## config.mk

```make
export PLATFORM = sky130hd
export DESIGN_NAME = barrel_shifter_64_bit_flat
export DESIGN_NICKNAME = d
export VERILOG_FILES = /design/src/rtl/barrel_shifter_64_bit_if.sv /design/src/rtl/barrel_shifter_64_bit.sv /design/src/flat_wrapper.sv
export SDC_FILE = /design/constraint.sdc
export NUM_CORES = 1
export LEC_CHECK = 0
export CELL_PAD_IN_SITES_DETAIL_PLACEMENT = 1
export CELL_PAD_IN_SITES_GLOBAL_PLACEMENT = 2
export CORE_UTILIZATION = 40
export CTS_CLUSTER_SIZE = 8
export DETAILED_ROUTE_END_ITERATION = 7
export DONT_BUFFER_PORTS = 1
export HOLD_SLACK_MARGIN = 0.05
export PLACE_DENSITY_LB_ADDON = 0.12
export REMOVE_ABC_BUFFERS = 1
export SYNTH_ARGS = -nofsm -noshare
export SYNTH_HDL_FRONTEND = slang
export SYNTH_SLANG_ARGS = --single-unit
```

## constraint.sdc

```tcl
create_clock -name clk -period 2.8 [get_ports clk]
set_clock_uncertainty 0.15 [all_clocks]
set_input_delay 0.42 -clock clk [delete_from_list [all_inputs] [get_ports clk]]
set_output_delay 0.42 -clock clk [all_outputs]
set_load 0.01 [all_outputs]
```

## src/rtl/barrel_shifter_64_bit_if.sv

```systemverilog
// Operand/result bundle for the 64-bit shift unit.
// No handshake: the producer presents an operation every cycle, and the shifter accepts it unconditionally; the result follows one clock later.
interface barrel_shifter_64_bit_if;
  logic [63:0] d_in;
  logic [5:0]  sh_amt;
  logic        dir;      // 0 = left, 1 = right
  logic        sh_type;  // 0 = logical, 1 = arithmetic ("type" is a reserved word)
  logic [63:0] d_out;
  logic        z;

  modport master (output d_in, output sh_amt, output dir, output sh_type,
                  input d_out, input z);
  modport slave  (input d_in, input sh_amt, input dir, input sh_type,
                  output d_out, output z);
endinterface

```

## src/rtl/barrel_shifter_64_bit.sv

```systemverilog
// 64-bit logarithmic barrel shifter with registered result and zero flag.
// Six right-shift stages (LSB first); left shifts reuse them via bit reversal.
module barrel_shifter_64_bit (
  input  logic                           clk,
  input  logic                           rst,
  barrel_shifter_64_bit_if.slave         bus
);

  function automatic logic [63:0] bit_rev(input logic [63:0] v);
    logic [63:0] r;
    r = '0;
    for (int i = 0; i < 64; i++) r[i] = v[63-i];
    return r;
  endfunction

  logic [63:0] stage [0:6];
  logic        fill;
  logic [63:0] result;

  // Sign fill only for arithmetic right shifts; left shifts always shift in zeros.
  assign fill     = bus.dir & bus.sh_type & bus.d_in[63];
  assign stage[0] = bus.dir ? bus.d_in : bit_rev(bus.d_in);

  for (genvar k = 0; k < 6; k++) begin : g_stage
    localparam int SH = 1 << k;
    assign stage[k+1] = bus.sh_amt[k] ? {{SH{fill}}, stage[k][63:SH]} : stage[k];
  end

  assign result = bus.dir ? stage[6] : bit_rev(stage[6]);

  always_ff @(posedge clk or posedge rst) begin
    if (rst) begin
      bus.d_out <= 64'h0;
      bus.z     <= 1'b1;
    end else begin
      bus.d_out <= result;
      bus.z     <= (result == 64'h0);
    end
  end

endmodule

```

## src/flat_wrapper.sv

```systemverilog
// flat-port wrapper written by rule: the top's interface ports become plain ports
module barrel_shifter_64_bit_flat 
  (clk, rst, bus_d_in, bus_sh_amt, bus_dir, bus_sh_type, bus_d_out, bus_z);
  barrel_shifter_64_bit_if bus_i ();
  input  logic clk;
  input  logic rst;
  input wire logic [$bits(bus_i.d_in)-1:0] bus_d_in;
  input wire logic [$bits(bus_i.sh_amt)-1:0] bus_sh_amt;
  input wire logic [$bits(bus_i.dir)-1:0] bus_dir;
  input wire logic [$bits(bus_i.sh_type)-1:0] bus_sh_type;
  output wire logic [$bits(bus_i.d_out)-1:0] bus_d_out;
  output wire logic [$bits(bus_i.z)-1:0] bus_z;
  assign bus_i.d_in = bus_d_in;
  assign bus_i.sh_amt = bus_sh_amt;
  assign bus_i.dir = bus_dir;
  assign bus_i.sh_type = bus_sh_type;
  assign bus_d_out = bus_i.d_out;
  assign bus_z = bus_i.z;
  barrel_shifter_64_bit u_core (.clk(clk), .rst(rst), .bus(bus_i));
endmodule
```

==> metrics.txt, run 1 <==
# TYPE chip_impl_metric gauge
chip_impl_info{name="run_status",value="complete, but fails checks"} 1
chip_impl_info{name="failed_checks",value="setup timing"} 1
chip_impl_metric{name="mean_number_of_vias_per_cell",unit=""} 6.97
chip_impl_metric{name="setup_total_negative_slack",unit="ns"} -1.27
chip_impl_metric{name="antenna_found_initial",unit=""} 0
chip_impl_metric{name="finalMaxSlewViolations",unit=""} 0
chip_impl_metric{name="die_height",unit="um"} 153
chip_impl_info{name="ctsRootBufferMaster",value="sky130_fd_sc_hd__clkbuf_16"} 1
chip_impl_metric{name="area.sequential",unit="um2"} 1630
chip_impl_metric{name="post_dp_cell_area",unit="um2"} 12000
chip_impl_metric{name="setup_violations",unit=""} 16
chip_impl_metric{name="clock_tree.buffer_depth",unit=""} 2
chip_impl_metric{name="dr.first_iter.drc_count",unit=""} 1229
chip_impl_metric{name="drt-pass1-iter-count",unit=""} 5
chip_impl_metric{name="fin_area",unit="um2"} 12800
chip_impl_metric{name="drive_above_1_share",unit=""} 0.422
chip_impl_metric{name="grt_overflow",unit=""} 0
chip_impl_metric{name="numPlacedInstances",unit=""} 1654
chip_impl_info{name="rsz0062_at_grt",value="true"} 1
chip_impl_info{name="clock_tree_from_tritoncts",value="done"} 1
chip_impl_metric{name="dp.final_hpwl",unit="mm"} 42.5
chip_impl_metric{name="synthArstFlopShare",unit=""} 1.00
chip_impl_info{name="hold_path_end",value="u_core.bus.d_out[28]"} 1
chip_impl_metric{name="globalplace.congestion",unit=""} 1.11
chip_impl_info{name="worstPathCellList",value="mux2_4, mux4_2, buf_4, o22ai_1, a211o_1, a211oi_2, o31a_1, or4_4, nor4b_4, and4_1"} 1
chip_impl_metric{name="clock_sinks",unit=""} 65
chip_impl_metric{name="hold-path-cell-count",unit=""} 2
chip_impl_metric{name="cts.htree.levels",unit=""} 3
chip_impl_metric{name="path_max_fanout",unit=""} 185
chip_impl_metric{name="critical_path_required",unit="ns"} 2.91
chip_impl_metric{name="num_io_pins",unit=""} 139
chip_impl_metric{name="multi_input_logic_area",unit="um2"} 7360
chip_impl_metric{name="wl_per_cell",unit="um"} 32.7
chip_impl_metric{name="fp-row-count",unit=""} 54
chip_impl_metric{name="post-route-drc-count",unit=""} 0
chip_impl_metric{name="initial_utilization",unit=""} 0.414
chip_impl_metric{name="globalRouteTotalUtil",unit=""} 0.468
chip_impl_metric{name="power.density",unit="nW/um2"} 393
chip_impl_metric{name="place_worst_setup_slack",unit="ns"} -0.875
chip_impl_metric{name="number_of_enable_type_register_cells_in_the_synthesized_netlist",unit=""} 0
chip_impl_metric{name="num_antenna_cells",unit=""} 0
chip_impl_metric{name="final_cells",unit=""} 1685
chip_impl_metric{name="total_leakage_power",unit="nW"} 5.69
chip_impl_metric{name="cts_buffers",unit=""} 9
chip_impl_metric{name="first_global_vias",unit=""} 12100
chip_impl_metric{name="synth_seq_area_share",unit=""} 0.178
chip_impl_metric{name="ant_nets",unit=""} 0
chip_impl_metric{name="fin_crit_sh",unit=""} 1.20
chip_impl_info{name="crit_path_end_kind",value="flop"} 1
chip_impl_metric{name="die_area",unit="um2"} 23500
chip_impl_metric{name="max_freq",unit="MHz"} 298
chip_impl_info{name="min_from",value="bus_sh_amt[5]"} 1
chip_impl_metric{name="die_width",unit="um"} 153
chip_impl_info{name="ys_dominant_reg_cell",value="sky130_fd_sc_hd__dfrtp_1"} 1
chip_impl_metric{name="final_hold_viol_count",unit=""} 0
chip_impl_metric{name="via_count",unit=""} 11700
chip_impl_info{name="worst-setup-path-type",value="input port to flop"} 1
chip_impl_metric{name="tightest_slew",unit="ns"} 0.922
chip_impl_metric{name="maxCapViolations",unit=""} 0
chip_impl_metric{name="layout_min_cycle_time",unit="ns"} 3.36
chip_impl_metric{name="synth_area_per_cell",unit="um2"} 8.44
chip_impl_metric{name="timing.final.ws_setup",unit="ns"} -0.560
chip_impl_metric{name="crit_arrival",unit="ns"} 3.47
chip_impl_metric{name="grt_max_degree",unit=""} 186
chip_impl_metric{name="nFillCells",unit=""} 2563
chip_impl_metric{name="placement.io_buffers",unit=""} 0
chip_impl_metric{name="first_pass_grt_wire_length",unit="mm"} 81.1
chip_impl_metric{name="ys_ff_latch",unit=""} 65
chip_impl_metric{name="irDropWorstVdd",unit="mV"} 0.297
chip_impl_info{name="slowest_stage_cell_crit_path",value="sky130_fd_sc_hd__mux4_2"} 1
chip_impl_metric{name="cp_slowest_stage_delay",unit="ns"} 0.54
chip_impl_metric{name="synth.cell_area",unit="um2"} 9150
chip_impl_info{name="timing.critical_path.from_type",value="input port"} 1
chip_impl_metric{name="finish.utilization",unit=""} 0.578
chip_impl_metric{name="num-nets-final",unit=""} 1475
chip_impl_metric{name="clk_pin_slew_worst_paths",unit="ns"} 0.06
chip_impl_metric{name="synth_cell_type_count",unit=""} 78
chip_impl_metric{name="wirelength",unit="mm"} 55.0
chip_impl_metric{name="fp.coreArea",unit="um2"} 22100
chip_impl_metric{name="count_of_mapped_cells_out_of_synthesis",unit=""} 1083
chip_impl_metric{name="synthesis.yosys.warnings",unit=""} 0
chip_impl_info{name="hp-class",value="input port to flop"} 1
chip_impl_metric{name="slew_headroom",unit=""} 0.380
chip_impl_metric{name="area.growth.synth_to_final",unit="%"} 39.6
## worst max-delay path by stage
stage	from	to	slack (ns)	cells after the start
after detailed placement	bus_dir	u_core.bus.z	-0.87	10
after global routing	bus_dir	u_core.bus.z	-0.51	10
final	bus_dir	u_core.bus.z	-0.56	10
after global placement	bus_dir	u_core.bus.z	-0.83	10
after CTS	bus_dir	u_core.bus.z	-0.38	10
after floorplan	bus_sh_amt[2]	u_core.bus.z	-0.62	9
## cells in the final DEF (no fill, tap or decap), types with 7 or more instances in the layout
cell | netlist | layout
sky130_fd_sc_hd__buf_4 | 3 | 392
sky130_fd_sc_hd__nand2_1 | 145 | 144
sky130_fd_sc_hd__nor2_1 | 102 | 101
sky130_fd_sc_hd__mux2i_1 | 100 | 91
sky130_fd_sc_hd__mux4_2 | 66 | 66
sky130_fd_sc_hd__dfrtp_1 | 64 | 64
sky130_fd_sc_hd__o21ai_0 | 58 | 52
sky130_fd_sc_hd__a21oi_1 | 52 | 49
sky130_fd_sc_hd__mux2_2 | 42 | 30
sky130_fd_sc_hd__o22ai_1 | 28 | 27
sky130_fd_sc_hd__nor3_1 | 25 | 24
sky130_fd_sc_hd__nand3_1 | 23 | 22
sky130_fd_sc_hd__a22oi_1 | 19 | 19
sky130_fd_sc_hd__o211ai_1 | 16 | 16
sky130_fd_sc_hd__a22o_1 | 15 | 15
sky130_fd_sc_hd__mux2_4 | 0 | 12
sky130_fd_sc_hd__o221ai_1 | 14 | 12
sky130_fd_sc_hd__inv_1 | 12 | 11
sky130_fd_sc_hd__nand2b_1 | 11 | 11
sky130_fd_sc_hd__a221oi_1 | 17 | 11
sky130_fd_sc_hd__a31oi_1 | 12 | 9
sky130_fd_sc_hd__clkbuf_16 | 0 | 9
sky130_fd_sc_hd__buf_6 | 3 | 9
sky130_fd_sc_hd__mux2i_2 | 3 | 8
sky130_fd_sc_hd__and2_1 | 7 | 7
sky130_fd_sc_hd__or3_1 | 7 | 7
sky130_fd_sc_hd__a21o_1 | 7 | 7
## stage by stage
stage	total power (W)	hold slack, ns
final	0.00502	0.166
after global routing	0.00515	0.100
after CTS	0.00483	0.0638
after detailed placement	0.00373	0.118
after global placement	0.00367	0.117
after floorplan	0.00231	0.355
## kinds of logic (layout without fill, tap and decap cells)
kind of cell,after synthesis,after routing,share of synthesized area
muxes,211,211,0.328
buffers and inverters,112,434,0.0594
xor gates and xnor gates,1,1,0.000958
DFF,65,65,0.178
AOI/OAI and AO/OA,331,331,0.256
and+or+nand+nor,363,363,0.178
## final cells by class
type	count	area share
clock inverter	6	0.00284
inverter	13	0.00382
tap	280	0.0274
sequential	65	0.127
timing repair buffer	406	0.245
clock buffer	9	0.0176
multi-input combinational	906	0.576
## power breakdown
| group | leakage, nW | switching, W | internal, W | total [W] |
|---|---|---|---|---|
| combinational | 4.76 | 0.00150 | 0.00135 | 0.00285 |
| sequential | 0.803 | 0.000113 | 0.00106 | 0.00118 |
| clock | 0.131 | 0.000409 | 0.000588 | 0.000997 |
## flip-flops by register name, summed over array words and instances, names as in the netlist
| register | cells |
|---|---|
| u_core.bus.d_out | 64 |
| u_core.bus.z | 1 |
## cell usage after synthesis, types with 12 or more instances
library cell               instances  area (um2)
sky130_fd_sc_hd__buf_2            18        90.1
sky130_fd_sc_hd__o211ai_1         16         120
sky130_fd_sc_hd__a21oi_1          52         260
sky130_fd_sc_hd__a221oi_1         17         149
sky130_fd_sc_hd__a31oi_1          12        75.1
sky130_fd_sc_hd__o22ai_1          28         175
sky130_fd_sc_hd__mux4_2           66        1490
sky130_fd_sc_hd__inv_1            12        45.0
sky130_fd_sc_hd__mux2i_1         100        1000
sky130_fd_sc_hd__buf_1            15        56.3
sky130_fd_sc_hd__mux2_2           42         473
sky130_fd_sc_hd__o21ai_0          58         290
sky130_fd_sc_hd__nand2_1         145         544
sky130_fd_sc_hd__dfrtp_1          64        1600
sky130_fd_sc_hd__nor3_1           25         125
sky130_fd_sc_hd__clkbuf_1         55         206
sky130_fd_sc_hd__o221ai_1         14         123
sky130_fd_sc_hd__nor2_1          102         383
sky130_fd_sc_hd__a22o_1           15         131
sky130_fd_sc_hd__a22oi_1          19         143
sky130_fd_sc_hd__nand3_1          23         115
## critical path, delay by kind of cell
family | cells | cell delay (ns)
AND/OR/NAND/NOR | 3 | 1.02
multiplexers | 2 | 0.91
AO/OA/AOI/OAI | 4 | 0.85
buffers and inverters | 1 | 0.17
## routing by layer
layer | wire [um] | global-route usage | part of all wire | vias up
li1 | - | - | - | 4872
met1 | 20900 | 0.573 | 0.38 | 5856
met2 | 25300 | 0.759 | 0.46 | 784
met3 | 4480 | 0.0720 | 0.081 | 232
met4 | 4400 | 0.324 | 0.080 | 0
met5 | 0 | 0 | 0 | -
## repair_timing
action,in CTS,in global routing
buffers inserted,8,8
gates resized for setup,40,48
endpoints found under the hold margin,16,0
hold buffers,2,0
pin swaps,19,10
gates cloned,0,0
endpoints found under the setup margin,9,39
Power figures use the tool's default switching activity.
==> inputs of run 2 (changes only) <==
--- a/config.mk
+++ b/config.mk
@@ -11,6 +11,7 @@
 export CTS_CLUSTER_SIZE = 8
 export DETAILED_ROUTE_END_ITERATION = 7
 export DONT_BUFFER_PORTS = 1
+export GPL_TIMING_DRIVEN = 0
 export HOLD_SLACK_MARGIN = 0.05
 export PLACE_DENSITY_LB_ADDON = 0.12
 export REMOVE_ABC_BUFFERS = 1
==> run 2 against run 1 <==
The flow still finishes with violations (setup timing). Final cell count decreased by 21%. Via count decreased by 17%. Non-clock buffer count decreased by 362. Die area unchanged. First-iteration DRC count decreased by 24%. Utilization decreased by 11 points. Sequential share of layout area increased by 3.1 points. Critical path type unchanged. Critical endpoint unchanged.
==> metrics.txt, run 2 (synthesis gave the netlist of run 1 again) <==
# TYPE chip_impl_metric gauge
chip_impl_metric{name="wl_per_cell",unit="um"} 33.2
chip_impl_metric{name="finalMaxSlewViolations",unit=""} 0
chip_impl_metric{name="max_freq",unit="MHz"} 296
chip_impl_metric{name="first_pass_grt_wire_length",unit="mm"} 64.7
chip_impl_info{name="failed_checks",value="setup timing"} 1
chip_impl_metric{name="total_leakage_power",unit="nW"} 3.91
chip_impl_metric{name="via_count",unit=""} 9708
chip_impl_metric{name="power.density",unit="nW/um2"} 426
chip_impl_info{name="hp-class",value="input port to flop"} 1
chip_impl_metric{name="final_hold_viol_count",unit=""} 0
chip_impl_info{name="min_from",value="bus_dir"} 1
chip_impl_metric{name="placement.io_buffers",unit=""} 0
chip_impl_metric{name="globalRouteTotalUtil",unit=""} 0.372
chip_impl_metric{name="clock_sinks",unit=""} 65
chip_impl_metric{name="num_antenna_cells",unit=""} 0
chip_impl_metric{name="num_io_pins",unit=""} 139
chip_impl_metric{name="fp.coreArea",unit="um2"} 22100
chip_impl_metric{name="wirelength",unit="mm"} 44.0
chip_impl_info{name="top_register",value="u_core.bus.d_out"} 1
chip_impl_metric{name="post-route-drc-count",unit=""} 0
chip_impl_metric{name="crit_arrival",unit="ns"} 3.49
chip_impl_info{name="ctsRootBufferMaster",value="sky130_fd_sc_hd__clkbuf_16"} 1
chip_impl_info{name="crit_path_end_kind",value="flop"} 1
chip_impl_info{name="run_status",value="complete, but fails checks"} 1
chip_impl_metric{name="fp-row-count",unit=""} 54
chip_impl_info{name="worst-setup-path-type",value="input port to flop"} 1
chip_impl_metric{name="finish.utilization",unit=""} 0.465
chip_impl_metric{name="fin_crit_sh",unit=""} 1.21
chip_impl_metric{name="place_worst_setup_slack",unit="ns"} -1.52
chip_impl_metric{name="die_width",unit="um"} 153
chip_impl_info{name="timing.critical_path.from_type",value="input port"} 1
chip_impl_info{name="layout_top_registers",value="u_core.bus.d_out x64, u_core.bus.z x1"} 1
chip_impl_metric{name="critical_path_required",unit="ns"} 2.91
chip_impl_info{name="slowest_stage_cell_crit_path",value="sky130_fd_sc_hd__o21ai_0"} 1
chip_impl_metric{name="multi_input_logic_area",unit="um2"} 7490
chip_impl_metric{name="ant_nets",unit=""} 0
chip_impl_metric{name="timing.final.ws_setup",unit="ns"} -0.579
chip_impl_metric{name="mean_number_of_vias_per_cell",unit=""} 7.33
chip_impl_metric{name="grt_max_degree",unit=""} 186
chip_impl_metric{name="cp_slowest_stage_delay",unit="ns"} 0.55
chip_impl_metric{name="dp.final_hpwl",unit="mm"} 32.5
chip_impl_metric{name="die_height",unit="um"} 153
chip_impl_info{name="first_element_of_the_critical_path",value="bus_dir"} 1
chip_impl_metric{name="slew_headroom",unit=""} 0.273
chip_impl_info{name="worstPathCellList",value="mux2_2, o22ai_1, nor2_1, o21ai_0, a221oi_1, o31a_1, or4_1, nor4b_2, and4_1"} 1
chip_impl_metric{name="die_area",unit="um2"} 23500
chip_impl_info{name="clock_tree_from_tritoncts",value="done"} 1
chip_impl_metric{name="first_global_vias",unit=""} 9375
chip_impl_metric{name="globalplace.congestion",unit=""} 1.02
chip_impl_info{name="rsz0062_at_grt",value="true"} 1
chip_impl_metric{name="area.sequential",unit="um2"} 1630
chip_impl_info{name="mostFrequentLayoutCell",value="sky130_fd_sc_hd__nand2_1"} 1
chip_impl_metric{name="cts.htree.levels",unit=""} 3
chip_impl_metric{name="path_max_fanout",unit=""} 185
chip_impl_metric{name="layout_min_cycle_time",unit="ns"} 3.38
chip_impl_metric{name="largest_register_ff_count",unit=""} 64
chip_impl_metric{name="clock_tree.buffer_depth",unit=""} 2
chip_impl_metric{name="clk_pin_slew_worst_paths",unit="ns"} 0.05
chip_impl_metric{name="setup_total_negative_slack",unit="ns"} -0.815
chip_impl_metric{name="dr.first_iter.drc_count",unit=""} 936
chip_impl_metric{name="nFillCells",unit=""} 2585
chip_impl_info{name="critical-path-top-delay-family",value="compound AO/OA/AOI/OAI gates"} 1
chip_impl_metric{name="antenna_found_initial",unit=""} 1
chip_impl_metric{name="num-nets-final",unit=""} 1115
chip_impl_metric{name="drt-pass1-iter-count",unit=""} 5
chip_impl_metric{name="irDropWorstVdd",unit="mV"} 0.265
chip_impl_metric{name="setup_violations",unit=""} 9
chip_impl_metric{name="area.growth.synth_to_final",unit="%"} 12.4
chip_impl_metric{name="initial_utilization",unit=""} 0.414
chip_impl_metric{name="grt_overflow",unit=""} 0
chip_impl_metric{name="tightest_slew",unit="ns"} 1.09
chip_impl_metric{name="cts_buffers",unit=""} 9
chip_impl_metric{name="maxCapViolations",unit=""} 0
chip_impl_metric{name="critical_path.n_buffers_inverters",unit=""} 0
chip_impl_info{name="mostFrequentLayoutCells",value="143 x sky130_fd_sc_hd__nand2_1, 96 x sky130_fd_sc_hd__nor2_1, 80 x sky130_fd_sc_hd__mux2i_1, 66 x sky130_fd_sc_hd__mux4_2, 64 x sky130_fd_sc_hd__dfrtp_1"} 1
chip_impl_metric{name="drive_above_1_share",unit=""} 0.249
==> run 2: path summary, 6_finish.rpt <==
check                      depth (start not counted)  slack [ns]                   end
worst min-delay path                               1        0.14  u_core.bus.d_out[43]
min in group asynchronous                          2        0.38  u_core.bus.d_out[63]
worst max-delay path                               9       -0.58          u_core.bus.z
max in group asynchronous                          3        1.49          u_core.bus.z
==> run 2: layout make-up <==
| class | instances | area share |
|---|---|---|
| timing repair inverter | 2 | 0.00122 |
| clock inverter | 3 | 0.00633 |
| inverter | 13 | 0.00816 |
| multi-input combinational | 906 | 0.729 |
| timing repair buffer | 44 | 0.0385 |
| tap | 280 | 0.0341 |
| clock buffer | 12 | 0.0240 |
| sequential | 65 | 0.158 |
==> run 2: report_power, final <==
group	switching (W)	internal, W
sequential	0.000106	0.00106
clock	0.000369	0.000796
combinational	0.00123	0.000813
total	0.00171	0.00267
==> run 2: metrics by stage <==
stage	power, W	hold slack [ns]	std cells	instance area, um2
after CTS	0.00425	0.0676	1305	9950
final	0.00438	0.142	1325	10300
after global routing	0.00453	0.108	1325	10300
after global placement	0.00290	0.387	1264	9000
after detailed placement	0.00291	0.163	1267	9080
after floorplan	0.00231	0.355	984	8650
==> run 2: what timing repair did <==
item | in CTS | in global routing
endpoints found under the hold margin | 18 | 0
hold buffers | 2 | 0
gates resized for setup | 78 | 38
endpoints found under the setup margin | 54 | 12
pin swaps | 7 | 17
buffers inserted | 19 | 20
cloned | 2 | 0
==> run 2: layer usage <==
metal  share of wire  global-route usage  up-vias
met5               0                   0        -
met4           0.053               0.180        0
met3           0.078              0.0536      120
met2            0.45               0.586      586
met1            0.42               0.499     4850
li1                -                   -     4152
